==> src/rtl/seq_comp_pkg.sv <==
// -----------------------------------------------------------------------------
// seq_comp_pkg
// Shared definitions for the sequential magnitude comparator:
//   DEFAULT_WIDTH : default operand width (even, >= 2)
//   state_t       : controller state encoding (IDLE / COMPARE / DONE)
// -----------------------------------------------------------------------------
package seq_comp_pkg;

    localparam int DEFAULT_WIDTH = 8;

    typedef enum logic [1:0] {
        IDLE    = 2'd0,
        COMPARE = 2'd1,
        DONE    = 2'd2
    } state_t;

endpackage

==> src/rtl/seq_mag_comp_if.sv <==
// -----------------------------------------------------------------------------
// seq_mag_comp_if
// Request/result bundle of seq_mag_comp.
//   start, a, b          : request (driven by master)
//   busy, done           : status (driven by slave)
//   agtb, altb, aeqb     : registered result flags
//   state                : controller state, for observation only
//
// Handshake: a request is accepted on the rising edge where start=1 and the
// controller is in IDLE (busy=0, done=0); start is ignored at any other time
// and nothing is queued. done is a single-cycle pulse; the result flags are
// valid from the done cycle until the next accepted request.
// -----------------------------------------------------------------------------
interface seq_mag_comp_if
    import seq_comp_pkg::*;
#(
    parameter int WIDTH = DEFAULT_WIDTH
);
    logic             start;
    logic [WIDTH-1:0] a;
    logic [WIDTH-1:0] b;
    logic             busy;
    logic             done;
    logic             agtb;
    logic             altb;
    logic             aeqb;
    state_t           state;

    modport master (
        output start, a, b,
        input  busy, done, agtb, altb, aeqb, state
    );

    modport slave (
        input  start, a, b,
        output busy, done, agtb, altb, aeqb, state
    );
endinterface

==> src/rtl/cmp2_slice.sv <==
// -----------------------------------------------------------------------------
// cmp2_slice
// Combinational 2-bit unsigned magnitude comparator.
//   x, y : 2-bit operands
//   gt   : x > y
//   lt   : x < y
//   eq   : x == y
// -----------------------------------------------------------------------------
module cmp2_slice (
    input  logic [1:0] x,
    input  logic [1:0] y,
    output logic       gt,
    output logic       lt,
    output logic       eq
);
    always_comb begin
        gt = (x > y);
        lt = (x < y);
        eq = (x == y);
    end
endmodule

==> src/rtl/seq_mag_comp.sv <==
// -----------------------------------------------------------------------------
// seq_mag_comp
// Sequential unsigned magnitude comparator. Operands are latched on an accepted
// start and compared two bits per cycle from the MSB pair downwards; the first
// unequal pair decides the result, otherwise the operands are equal.
//   clk  : clock, rising edge
//   rst  : synchronous active-high reset (priority over start)
//   bus  : seq_mag_comp_if.slave (start, a, b in; busy, done, flags, state out)
// WIDTH must be even and at least 2.
// -----------------------------------------------------------------------------
module seq_mag_comp
    import seq_comp_pkg::*;
#(
    parameter int WIDTH = DEFAULT_WIDTH
) (
    input  logic            clk,
    input  logic            rst,
    seq_mag_comp_if.slave   bus
);
    localparam int NP = WIDTH / 2;
    localparam int IW = (NP > 1) ? $clog2(NP) : 1;

    state_t           state, state_n;
    logic [IW-1:0]    idx, idx_n;
    logic [WIDTH-1:0] a_q, a_n;
    logic [WIDTH-1:0] b_q, b_n;
    logic             agtb_q, agtb_n;
    logic             altb_q, altb_n;
    logic             aeqb_q, aeqb_n;

    logic [1:0]       pa, pb;
    logic             s_gt, s_lt, s_eq;

    // Pair i occupies bits [2i+1:2i]; {idx,1'b0} is 2*i.
    always_comb begin
        pa = a_q[{idx, 1'b0} +: 2];
        pb = b_q[{idx, 1'b0} +: 2];
    end

    cmp2_slice u_slice (
        .x  (pa),
        .y  (pb),
        .gt (s_gt),
        .lt (s_lt),
        .eq (s_eq)
    );

    always_ff @(posedge clk) begin
        if (rst) begin
            state  <= IDLE;
            idx    <= '0;
            a_q    <= '0;
            b_q    <= '0;
            agtb_q <= 1'b0;
            altb_q <= 1'b0;
            aeqb_q <= 1'b0;
        end else begin
            state  <= state_n;
            idx    <= idx_n;
            a_q    <= a_n;
            b_q    <= b_n;
            agtb_q <= agtb_n;
            altb_q <= altb_n;
            aeqb_q <= aeqb_n;
        end
    end

    always_comb begin
        state_n = state;
        idx_n   = idx;
        a_n     = a_q;
        b_n     = b_q;
        agtb_n  = agtb_q;
        altb_n  = altb_q;
        aeqb_n  = aeqb_q;

        unique case (state)
            IDLE: begin
                if (bus.start) begin
                    a_n     = bus.a;
                    b_n     = bus.b;
                    idx_n   = IW'(NP - 1);
                    // Flags read 0 for the whole comparison.
                    agtb_n  = 1'b0;
                    altb_n  = 1'b0;
                    aeqb_n  = 1'b0;
                    state_n = COMPARE;
                end
            end
            COMPARE: begin
                if (!s_eq) begin
                    // First differing pair from the top decides the order.
                    agtb_n  = s_gt;
                    altb_n  = s_lt;
                    aeqb_n  = 1'b0;
                    state_n = DONE;
                end else if (idx == '0) begin
                    agtb_n  = 1'b0;
                    altb_n  = 1'b0;
                    aeqb_n  = 1'b1;
                    state_n = DONE;
                end else begin
                    idx_n   = idx - IW'(1);
                end
            end
            DONE: begin
                state_n = IDLE;
            end
            default: begin
                state_n = IDLE;
            end
        endcase
    end

    // Status decoded from state only; no input reaches an output combinationally.
    assign bus.busy  = (state == COMPARE);
    assign bus.done  = (state == DONE);
    assign bus.agtb  = agtb_q;
    assign bus.altb  = altb_q;
    assign bus.aeqb  = aeqb_q;
    assign bus.state = state;

endmodule

==> src/flat_wrapper.sv <==
// flat-port wrapper written by rule: the top's interface ports become plain ports
module seq_mag_comp_flat import seq_comp_pkg::*;
#(
    parameter int WIDTH = DEFAULT_WIDTH
)
  (clk, rst, bus_start, bus_a, bus_b, bus_busy, bus_done, bus_agtb, bus_altb, bus_aeqb, bus_state);
  seq_mag_comp_if #(.WIDTH(WIDTH)) bus_i ();
  input  logic clk;
  input  logic rst;
  input wire logic [$bits(bus_i.start)-1:0] bus_start;
  input wire logic [$bits(bus_i.a)-1:0] bus_a;
  input wire logic [$bits(bus_i.b)-1:0] bus_b;
  output wire logic [$bits(bus_i.busy)-1:0] bus_busy;
  output wire logic [$bits(bus_i.done)-1:0] bus_done;
  output wire logic [$bits(bus_i.agtb)-1:0] bus_agtb;
  output wire logic [$bits(bus_i.altb)-1:0] bus_altb;
  output wire logic [$bits(bus_i.aeqb)-1:0] bus_aeqb;
  output wire logic [$bits(bus_i.state)-1:0] bus_state;
  assign bus_i.start = bus_start;
  assign bus_i.a = bus_a;
  assign bus_i.b = bus_b;
  assign bus_busy = bus_i.busy;
  assign bus_done = bus_i.done;
  assign bus_agtb = bus_i.agtb;
  assign bus_altb = bus_i.altb;
  assign bus_aeqb = bus_i.aeqb;
  assign bus_state = bus_i.state;
  seq_mag_comp #(.WIDTH(WIDTH)) u_core (.clk(clk), .rst(rst), .bus(bus_i));
endmodule
==> config.mk <==
export PLATFORM = sky130hd
export DESIGN_NAME = seq_mag_comp_flat
export DESIGN_NICKNAME = d
export VERILOG_FILES = /design/src/rtl/seq_comp_pkg.sv /design/src/rtl/seq_mag_comp_if.sv /design/src/rtl/cmp2_slice.sv /design/src/rtl/seq_mag_comp.sv /design/src/flat_wrapper.sv
export SDC_FILE = /design/constraint.sdc
export NUM_CORES = 1
export LEC_CHECK = 0
export BUFFER_PORTS_ARGS = -buffer_cell sky130_fd_sc_hd__buf_2
export CORE_MARGIN = 3
export CORE_UTILIZATION = 51
export DETAILED_ROUTE_END_ITERATION = 8
export PLACE_DENSITY = 0.86
export SYNTH_ARGS = -nofsm -noshare
export SYNTH_HDL_FRONTEND = slang
export SYNTH_HIERARCHICAL = 1
export SYNTH_SLANG_ARGS = --single-unit
export TNS_END_PERCENT = 5
==> constraint.sdc <==
create_clock -name clk -period 2.9 [get_ports clk]
set_input_delay 0.145 -clock clk [delete_from_list [all_inputs] [get_ports clk]]
set_output_delay 0.145 -clock clk [all_outputs]
set_load 0.005 [all_outputs]
==> Yosys cells after proc, flatten, opt, wreduce, memory -nomap -nowiden <==
Cells that the tools add are included.
{ "classes": {"mux": 17, "shift": 2, "n_lt_le_gt_ge": 2, "addsub": 1, "n_eq_ne": 7, "n_reduce_logical": 7} }
{ "ops": {"columns": ["cell", "n"], "rows": [
  ["$shiftx 8x4->2", 2],
  ["$mux 2", 6],
  ["$pmux 2 s2", 2],
  ["$mux 1", 6],
  ["$pmux 1 s2", 3],
  ["$logic_not 2->1", 2],
  ["$ne 2x2->1 const B", 2],
  ["$reduce_and 2->1", 2],
  ["$reduce_and 4->1", 1],
  ["$ne 3x3->1 const B", 1],
  ["$reduce_and 3->1", 1],
  ["$eq 2x1->1 const B", 1],
  ["$eq 2x2->1", 1],
  ["$eq 2x2->1 const B", 1],
  ["$gt 2x2->1", 1],
  ["$lt 2x2->1", 1],
  ["$ne 2x1->1 const B", 1],
  ["$reduce_bool 2->1", 1],
  ["$sub 2x1->2 const B", 1]
]} }
{ "word_totals": {"regBits": 23, "output_inout_bits": 7, "in_bits": 19, "word_cells": 43} }

==> Logic depth before layout (Yosys ltp) <==
{ "depth": {"ltp_word": 4, "ltp_mapped": 8, "mapped_depth_nobuf": 7} }

==> Modules after synthesis <==
The synthesis kept the hierarchy.
{ "by_module_without_submodules": {"columns": ["mod", "seq_area_each_um2", "cells_per_inst", "n_inst", "area_each_um2"], "rows": [
  ["seq_mag_comp", 460.4, 108, 1, 1018.5],
  ["cmp2_slice", 0.0, 9, 1, 62.6]
]} }

==> Worst setup path before layout <==
No wires, ideal clock.
{ "synth_timing": {"kind": "register to register", "start": "register u_core.idx[0]", "end": "register u_core.idx[1]", "slack_ps": 789, "arrival_time_ps": 2025, "setup_ps": 86, "period_less_slack_ps": 2111, "required_ps": 2814, "stages_incl_launch_ff": 8, "n_path_buf": 1, "path_cell_list": "dfxtp_1 > clkbuf_1 > mux4_2 > ha_1 > and2_4 > and4bb_2 > nor2_1 > a221oi_2"} }
{ "synth_via": {"elab_chain_len": 4, "elab_cells_between_ends": 11, "classes_between": "1 x add/sub; 3 x eq/ne; 2 x shift; 3 x mux; 2 x reduce/logical"} }
{ "synth_lines": {"columns": ["element", "line_no", "rtl"], "rows": [
  ["start: declaration", "seq_mag_comp.sv:24", "logic [IW-1:0] idx, idx_n;"],
  ["start signal: assignment", "seq_mag_comp.sv:59", "idx <= idx_n;"],
  ["$shiftx 8x4->2", "seq_mag_comp.sv:36", "pa = a_q[{idx, 1'b0} +: 2];"],
  ["net u_core.pa[1]", "seq_mag_comp.sv:31", "logic [1:0] pa, pb;"],
  ["$eq 2x2->1", "cmp2_slice.sv:19", "eq = (x == y);"],
  ["net u_core.s_eq", "seq_mag_comp.sv:32", "logic s_gt, s_lt, s_eq;"],
  ["$ne 2x1->1 (no line)", null, null],
  ["$reduce_and 4->1 (no line)", null, null]
]} }
The timed path passes the listed nets, and every way through them passes these cells. The select of a mux whose other input is x is not followed.
A chain may end at the register's enable or synchronous reset.

==> Worst setup path after layout <==
Same ends and word-level chain as after synthesis.

==> run summary <==
Metal-1 WL -> 838 um
Slowest stage cell on the critical path -> mux4_2
Num CTS Buffers -> 3
Leak Pwr -> 0.514 nW
Clock Sink Count -> 23
Register area share after synthesis -> 42.6%
Total number of H-tree levels -> 1
DP Worst Slack -> 0.730 ns
Period Utilization, post-route -> 75.9%
WP data arrival -> 2.43 ns
Detail Route Antenna Nets -> 0
Post-synthesis cell type count -> 29
Final Cell Area -> 1200 um2
I/O pin total -> 26
Clock Path Buffers -> 2
Initial DRC count -> 16
IO Port Bufs -> 25
Filler Cell Count -> 175
Power per cell area -> 560 nW/um2
Area Growth Syn to Fin -> 10.9%
Final Wtd Congestion -> 0.839
Rel. slew slack -> 57.9%
Slowest Stage Delay on Critical Path -> 0.54 ns
Hold Path Class -> in -> reg
1st-pass router iterations -> 4
Post-CTS Setup Bufs -> 0
Post-cts gate resize count -> 0
Clk root buf -> clkbuf_4
Crit-path max FO -> 6
Min-delay src -> bus_b[5]
Pin count of the biggest net entering global routing -> 24
Worst Hold Depth -> 3
Die height -> 52.0 um
Worst-Skew Late Latency -> 0.30 ns
Worst reg-to-reg path cell count -> 6
Area after DPL -> 1170 um2
Met3 wire len -> 98 um
Worst path cell trace -> mux4_2, ha_1, and2_4, and4bb_2, nor2_1, a221oi_2
GRT overflow -> 0
Yosys reg bits -> 23
Final setup TNS -> 0 ns
Worst setup margin -> 0.700 ns
Leading area contributor after synthesis -> dfxtp_1
Wire per inst -> 11.8 um
Startpoint Class -> flip-flop
Final hold vios -> 0
Least-Margin Pin Slew -> 0.631 ns
Detailed Route WL -> 1960 um
Antenna violations before repair -> 0
Starting Density -> 54.5%
DP HPWL -> 1500 um
Minimum clock period -> 2.20 ns
Synthesized area -> 1080 um2
# rows -> 16
Top cells by area, synth -> dfxtp_1 (43%), nand2_1 (11%), a21oi_1 (9.3%)
Total global-route track usage -> 16.6%
Vias in the first global route -> 831
Detailed-route via count -> 865
Syn_area_per_cell -> 9.24 um2
Die X -> 52.0 um
CTS tree -> done
Peak supply drop -> 0.372 mV
Ys Warns -> 6
Synth top area share -> 42.6%
CTS Hold Bufs -> 0
CP endpoint kind -> flip-flop
Crit Reg-Reg Startpoint -> u_core/idx[0]$_SDFFE_PP0P_
F_max -> 454 MHz
RSZ-0062 raised after global routing -> false
ANT cells -> 0
Final #Nets -> 162
Layout cells sized above 1 -> 28.8%
Slew Viols, Final -> 0
Tot Pwr -> 0.671 mW
WP data required -> 3.13 ns
First-pass GRT wire length -> 3440 um
Mapped Nets -> 139
Die ar. -> 2710 um2
# setup viols final -> 0
Clock transition at path regs -> 0.12 ns
Core area -> 1980 um2
Number of remaining DRC errors -> 0
Hold EP -> u_core/b_q[5]$_SDFFE_PP0P_
Maxcap violations -> 0
Worst reg2reg setup slack -> 0.70 ns
FF-to-FF End -> u_core/idx[1]$_SDFFE_PP0P_
Run status -> completed
WL met2 -> 1020 um
Worst hold slack -> 0.0663 ns
Post-synthesis cell count -> 117
WS Path Type -> reg -> reg
Routed vias/inst -> 5.21
Top Metal Used -> met3
Layout Skew -> 0.00282 ns
==> cell families (layout without fill, tap and decap cells) <==
family	after synthesis	count (layout)	share of synthesized area (%)
AND/OR/NAND/NOR	48	48	22.7
AO/OA/AOI/OAI	26	26	14.6
flip-flops	23	23	42.6
buffers and inverters	13	35	8.33
multiplexers	4	4	8.33
adder cells (fa/ha/maj)	3	3	3.47
==> registers in the layout, summed over array words and instances (netlist names) <==
| signal | count |
|---|---|
| u_core/a_q | 8 |
| u_core/b_q | 8 |
| u_core/bus.state | 2 |
| u_core/idx | 2 |
| u_core/bus.aeqb | 1 |
| u_core/bus.agtb | 1 |
| u_core/bus.altb | 1 |
==> worst max-delay path, delay by kind of cell (launching register included) <==
| kind | cells | cell delay (ns) |
|---|---|---|
| multiplexers | 1 | 0.54 |
| adder cells (fa/ha/maj) | 1 | 0.31 |
| AND/OR/NAND/NOR | 3 | 0.52 |
| flip-flops | 1 | 0.50 |
| AO/OA/AOI/OAI | 1 | 0.24 |
==> per-layer routing <==
metal	vias up	track usage, %
met4	0	4.37
met5	-	0
met3	0	3.72
li1	438	-
met1	408	20.1
met2	19	29.3
==> stage by stage <==
stage | util (%) | std cells
finish | 60.5 | 166
global route | 60.5 | 166
CTS | 60.5 | 166
detailed placement | 59.2 | 162
global placement | 59.2 | 162
floorplan | - | 117
==> power by group <==
group / internal (mW) / total, mW / switching, mW
Sequential: 0.342 / 0.367 / 0.0252
Clock: 0.0536 / 0.144 / 0.0904
Combinational: 0.0822 / 0.160 / 0.0776
==> cell usage after synthesis <==
master,n
buf_8,1
mux4_2,4
nor3_1,2
dlygate4sd1_1,1
o211ai_1,1
nor3b_4,1
and2_1,1
clkbuf_8,1
dfxtp_1,23
a221oi_2,1
and2_4,1
a21o_1,1
a21oi_1,20
nand2_2,1
and2b_2,1
inv_1,6
clkbuf_1,2
or3b_1,1
nor2b_1,2
nand3b_1,1
or2b_2,1
and4bb_2,1
buf_6,2
ha_1,3
nand2b_1,2
a22o_1,2
nand2_1,31
o21ba_2,1
nor2_1,2
==> worst max path at each step <==
stage                               startpoint                    endpoint  slack (ns)  cells past startpoint
detailed placement  u_core/idx[0]$_SDFFE_PP0P_  u_core/idx[1]$_SDFFE_PP0P_        0.73                      6
CTS                 u_core/idx[0]$_SDFFE_PP0P_  u_core/idx[1]$_SDFFE_PP0P_        0.70                      6
finish              u_core/idx[0]$_SDFFE_PP0P_  u_core/idx[1]$_SDFFE_PP0P_        0.70                      6
global route        u_core/idx[0]$_SDFFE_PP0P_  u_core/idx[1]$_SDFFE_PP0P_        0.58                      6
global placement    u_core/idx[0]$_SDFFE_PP0P_  u_core/idx[1]$_SDFFE_PP0P_        0.83                      6
floorplan           u_core/idx[0]$_SDFFE_PP0P_  u_core/idx[1]$_SDFFE_PP0P_        0.79                      7
==> final cells by class <==
| class | count | area (um2) | area share (%) |
|---|---|---|---|
| clock buffer | 4 | 26.3 | 2.19 |
| sequential | 23 | 460 | 38.4 |
| tap | 27 | 33.8 | 2.82 |
| inverter | 6 | 22.5 | 1.88 |
| multi-input combinational | 81 | 531 | 44.3 |
| timing repair buffer | 25 | 125 | 10.4 |
==> cells in the final DEF, fill, tap and decap left out, drive strengths merged <==
cell type	instances
inv	6
or2b	1
clkbuf	4
dfxtp	23
or3b	1
o211ai	1
and2	2
nand2	32
nor3b	1
a22o	2
nand3b	1
and4bb	1
nor2	2
and2b	1
a221oi	1
nor2b	2
a21o	1
a21oi	20
mux4	4
nand2b	2
nor3	2
buf	25
o21ba	1
ha	3
(Power assumes the default switching activity.)
